[src/rtl/ps2_kbd_rx.sv]
// PS/2 keyboard receiver: synchronises and filters the PS/2 lines, deserialises
// 11-bit frames and folds E0/F0 prefixes into a single decoded key event.
module ps2_kbd_rx #(
  parameter int unsigned FILTER_LEN = 8,
  parameter int unsigned TIMEOUT    = 57000
) (
  input  logic       clk,
  input  logic       reset_n,
  input  logic       ps2_clk,
  input  logic       ps2_dat,
  output logic       raw_valid,
  output logic [7:0] raw_data,
  output logic       key_valid,
  output logic [7:0] key_code,
  output logic       key_extended,
  output logic       key_released,
  output logic       frame_err
);

  localparam int unsigned FLT_W = (FILTER_LEN > 1) ? $clog2(FILTER_LEN + 1) : 1;
  localparam int unsigned TMO_W = $clog2(TIMEOUT + 1);
  localparam int unsigned BIT_W = 3;

  localparam logic [7:0] CODE_EXT = 8'hE0;
  localparam logic [7:0] CODE_REL = 8'hF0;

  typedef enum logic [1:0] {
    IDLE,
    DATA,
    PARITY,
    STOP
  } state_t;

  // Two-flop synchronisers; index 1 is the synced value. Lines idle high.
  logic [1:0] clk_sync;
  logic [1:0] dat_sync;

  always_ff @(posedge clk or negedge reset_n) begin
    if (!reset_n) begin
      clk_sync <= 2'b11;
      dat_sync <= 2'b11;
    end else begin
      clk_sync <= {clk_sync[0], ps2_clk};
      dat_sync <= {dat_sync[0], ps2_dat};
    end
  end

  // Glitch filter: the filtered clock follows the synced clock only after
  // FILTER_LEN consecutive samples that disagree with it.
  logic             clk_filt;
  logic [FLT_W-1:0] flt_cnt;
  logic             flt_diff_c;
  logic             flt_flip_c;
  logic             fall_c;
  logic             dat_c;

  assign flt_diff_c = clk_sync[1] != clk_filt;
  assign flt_flip_c = flt_diff_c && (flt_cnt == FLT_W'(FILTER_LEN - 1));
  assign fall_c     = flt_flip_c && clk_filt;
  assign dat_c      = dat_sync[1];

  always_ff @(posedge clk or negedge reset_n) begin
    if (!reset_n) begin
      clk_filt <= 1'b1;
      flt_cnt  <= '0;
    end else if (!flt_diff_c) begin
      flt_cnt <= '0;
    end else if (flt_flip_c) begin
      clk_filt <= clk_sync[1];
      flt_cnt  <= '0;
    end else begin
      flt_cnt <= flt_cnt + FLT_W'(1);
    end
  end

  // Frame receiver, watchdog and prefix decoder.
  state_t           state;
  logic [BIT_W-1:0] bit_cnt;
  logic [7:0]       shift;
  logic             par_bit;
  logic [TMO_W-1:0] tmo_cnt;
  logic             ext_flag;
  logic             rel_flag;
  logic             parity_ok_c;
  logic             tmo_hit_c;

  assign parity_ok_c = ^{shift, par_bit};
  assign tmo_hit_c   = (state != IDLE) && !fall_c && (tmo_cnt == TMO_W'(TIMEOUT - 1));

  always_ff @(posedge clk or negedge reset_n) begin
    if (!reset_n) begin
      state        <= IDLE;
      bit_cnt      <= '0;
      shift        <= '0;
      par_bit      <= 1'b0;
      tmo_cnt      <= '0;
      ext_flag     <= 1'b0;
      rel_flag     <= 1'b0;
      raw_valid    <= 1'b0;
      raw_data     <= '0;
      key_valid    <= 1'b0;
      key_code     <= '0;
      key_extended <= 1'b0;
      key_released <= 1'b0;
      frame_err    <= 1'b0;
    end else begin
      raw_valid <= 1'b0;
      key_valid <= 1'b0;
      frame_err <= 1'b0;

      if (tmo_hit_c) begin
        // Line went quiet mid-frame: drop the partial byte and any prefix.
        state     <= IDLE;
        bit_cnt   <= '0;
        shift     <= '0;
        tmo_cnt   <= '0;
        ext_flag  <= 1'b0;
        rel_flag  <= 1'b0;
        frame_err <= 1'b1;
      end else begin
        if (state == IDLE || fall_c) begin
          tmo_cnt <= '0;
        end else begin
          tmo_cnt <= tmo_cnt + TMO_W'(1);
        end

        if (fall_c) begin
          case (state)
            IDLE: begin
              if (!dat_c) begin
                state   <= DATA;
                bit_cnt <= '0;
              end
            end
            DATA: begin
              shift   <= {dat_c, shift[7:1]};
              bit_cnt <= bit_cnt + BIT_W'(1);
              if (bit_cnt == BIT_W'(7)) begin
                state <= PARITY;
              end
            end
            PARITY: begin
              par_bit <= dat_c;
              state   <= STOP;
            end
            STOP: begin
              state <= IDLE;
              if (dat_c && parity_ok_c) begin
                raw_valid <= 1'b1;
                raw_data  <= shift;
                case (shift)
                  CODE_EXT: ext_flag <= 1'b1;
                  CODE_REL: rel_flag <= 1'b1;
                  default: begin
                    key_valid    <= 1'b1;
                    key_code     <= shift;
                    key_extended <= ext_flag;
                    key_released <= rel_flag;
                    ext_flag     <= 1'b0;
                    rel_flag     <= 1'b0;
                  end
                endcase
              end else begin
                frame_err <= 1'b1;
                ext_flag  <= 1'b0;
                rel_flag  <= 1'b0;
              end
            end
            default: state <= IDLE;
          endcase
        end
      end
    end
  end

endmodule

[config.mk]
export PLATFORM = sky130hd
export DESIGN_NAME = ps2_kbd_rx
export DESIGN_NICKNAME = d
export VERILOG_FILES = /design/src/rtl/ps2_kbd_rx.sv
export SDC_FILE = /design/constraint.sdc
export NUM_CORES = 1
export LEC_CHECK = 0
export CORE_ASPECT_RATIO = 1.4
export CORE_MARGIN = 2
export CORE_UTILIZATION = 52
export CTS_BUF_LIST = sky130_fd_sc_hd__clkbuf_16
export DETAILED_ROUTE_END_ITERATION = 16
export GPL_ROUTABILITY_DRIVEN = 0
export PLACE_DENSITY_LB_ADDON = 0.25
export SYNTH_ARGS = -nofsm -noshare
export SYNTH_HDL_FRONTEND = slang
export SYNTH_SLANG_ARGS = --single-unit
[constraint.sdc]
create_clock -name clk -period 3.1 [get_ports clk]
set_clock_uncertainty 0.05 [all_clocks]
set_input_delay 0.62 -clock clk [delete_from_list [all_inputs] [get_ports clk]]
set_output_delay 0.62 -clock clk [all_outputs]
set_load 0.02 [all_outputs]
==> flow_summary.ini <==
[outcome]
status = finished clean

[sta]
rsz0062_at_grt = no
setup-violations-final = 0
hold_viol_final = 0
fin_crit_ns = 2.75
maxSlewHeadroom_pct = 33.0
period_share_pct = 88.7
fmax_mhz = 364
report.final.slew_viol_count = 0
final.setup.tns_ns = 0
worstMarginPinSlew_ns = 0.991

[synth]
synth_flop_cell = dfrtp_1
synth_edf_count = 0
postSynthCellCount = 249
synth_seq_cells = 62
yosysWarnings = 0
synthArstFlopShare_pct = 100
ys_types = 47
yosysTopAreaCell = dfrtp_1
avgSynthCellArea_um2 = 11.6
synth_top_cell_area_share_pct = 49.5
synth_fp_nets = 262
ys_top_cells_by_count = 57 x dfrtp_1, 31 x nor2_1, 17 x mux2_2
ys_seq_area_share_pct = 54.0
yosysMostFrequentCell = dfrtp_1
synth_area_um2 = 2880
synthTopCellsByArea = dfrtp_1 49%, mux2_2 6.6%, dfstp_2 4.6%, nor2_1 4.0%, ha_1 3.9%

[routing]
drt-initial-drc-count = 144
vias_per_cell = 5.50
drt_pass1_iterations = 6
vias = 1951
wl_per_cell_um = 15.1
drc_errors = 0
ant_nets = 0
routed_wl_um = 5340

[global_routing]
grt_max_degree = 44
grt_pass1_wl_um = 9150
track_usage_pct = 20.4
gr-total-overflow = 0
antenna_found_initial = 0
first_global_vias = 1969

[die]
core_um2 = 5450
die_x_um = 66.9
dieArea_um2 = 6170
ios = 25
initial_utilization_pct = 53.0
rows = 32
die_h_um = 92.1

[layout]
layout-drive-gt1-share_pct = 16.0
stdcell_count = 355
antennaDiodeCount = 0
nFillCells = 442
fin_nets = 295
seq_area_um2 = 1560
multiInputGateArea_um2 = 1270
syn_to_final_growth_pct = 21.4

[cts]
cts_setup_buffers = 0
clk_latency_ns = 0.33
cts_root_buf = clkbuf_16
clk_pin_slew_worst_paths_ns = 0.05
cts_tree = yes
cts_hold_buf = 0
htree_levels = 3
clockBufferDepth = 2
clock-sinks = 62
numCtsBuffers = 9
cts_resized = 0

[worst_setup_path]
crit_type = reg -> reg
reg2reg_depth = 6
critPathRequiredTime_ns = 3.26
crit_path_end_kind = flip-flop
start_kind = flip-flop
crit_arrival_ns = 2.91
crit_fanout = 9

[power]
total_power_uw = 1900
p_leak_uw = 0.00165
power_density_nw_per_um2 = 542
irDropWorstVdd_mv = 0.398

[min_path]
whs_path_depth = 0
hold_class = reg -> reg

[placed_design]
port_buffers = 24
hpwl_um = 3660
dp_cells = 339

[flow_run]
cap_viol_max_count = 0
[layout make-up]
class | count | share of cell area, %
Sequential cell | 62 | 44.5
Multi-Input combinational cell | 173 | 36.3
Timing Repair Buffer | 28 | 7.57
Clock buffer | 9 | 6.43
Tap cell | 68 | 2.43
Clock inverter | 7 | 1.89
Inverter | 8 | 0.857
[metrics by stage]
step                utilization, %  cell area (µm²)  setup WS [ns]  hold slack (ns)
global route                  64.3             3500          0.117            0.315
detailed placement            59.0             3210          0.364            0.300
CTS                           64.3             3500          0.349            0.308
global placement              59.0             3210          0.508            0.296
finish                        64.3             3500          0.351            0.306
floorplan                        -             2880          0.920            0.274
[cells by family (layout without fill, tap and decap cells)]
logic type / after synthesis / count (layout) / synth area share (%)
multiplexers: 26 / 26 / 10.2
AND/OR/NAND/NOR: 88 / 88 / 15.5
flip-flops: 62 / 62 / 54.0
AO/OA/AOI/OAI: 28 / 28 / 6.81
adder cells (fa/ha/maj): 9 / 9 / 3.90
buffers and inverters: 14 / 52 / 1.87
XOR/XNOR: 22 / 22 / 7.72
[sequential cells by signal, indices dropped and copies added, names as in the netlist]
signal and flops:
tmo_cnt 16, shift 8, key_valid 1, par_bit 1
clk_sync 2, key_extended 1, state 2, ext_flag 1
key_released 1, frame_err 1, raw_valid 1, dat_sync 2
raw_data 8, flt_cnt 4, bit_cnt 3, rel_flag 1
clk_filt 1, key_code 8
[report_power, final]
group          switching (µW)  internal [µW]  leakage [µW]
Clock                     350            615      0.000142
Sequential               22.2            841      0.000847
Combinational            40.1           30.0      0.000660
Total                     413           1490       0.00165
[critical path, cell delays in order (launching register included)]
cell	delay (ns)
dfrtp_1	0.39
ha_1	0.25
nand3b_1	0.22
nor3b_2	0.15
nor4bb_1	0.86
o21ai_0	0.35
mux2_2	0.34
[worst paths after layout]
kind	from	to	slack (ns)
min reg2reg	clk_sync[0]	clk_sync[1]	0.31
max	flt_cnt[0]	bit_cnt[0]	0.35
min	clk_sync[0]	clk_sync[1]	0.31
max in group asynchronous	reset_n	key_code[3]	1.87
min in group asynchronous	reset_n	bit_cnt[1]	0.39
max reg2reg	flt_cnt[0]	bit_cnt[0]	0.35
[placed cells by master, fill, tap and decap left out, types with 2 or more instances in the layout]
cell type / synthesis / layout
a21oi_1: 5 / 5
a22o_1: 2 / 2
a31oi_1: 3 / 3
and3_1: 5 / 5
buf_4: 0 / 4
clkbuf_16: 0 / 9
clkdlybuf4s50_1: 0 / 23
clkinv_1: 0 / 2
clkinv_4: 0 / 2
dfrtp_1: 57 / 57
dfstp_2: 5 / 5
ha_1: 9 / 9
inv_1: 8 / 9
mux2_2: 17 / 17
mux2i_1: 8 / 8
nand2_1: 15 / 15
nand3_1: 14 / 14
nand4_1: 2 / 2
nor2_1: 31 / 31
nor2b_1: 2 / 2
nor3_1: 4 / 4
nor4b_1: 2 / 2
o21a_1: 2 / 2
o21ai_0: 6 / 6
o22ai_1: 2 / 2
o2bb2ai_1: 2 / 2
xnor2_1: 9 / 9
xor2_1: 11 / 11
[per-layer routing]
metal / share of wire [%] / track usage (%) / vias to the layer above
met4: 2.1 / 9.86 / 0
li1: - / - / 942
met2: 53 / 34.4 / 36
met1: 40 / 21.8 / 960
met5: 0 / 0 / -
met3: 4.9 / 7.98 / 13
Note: power is estimated with default switching activity, not from simulation.
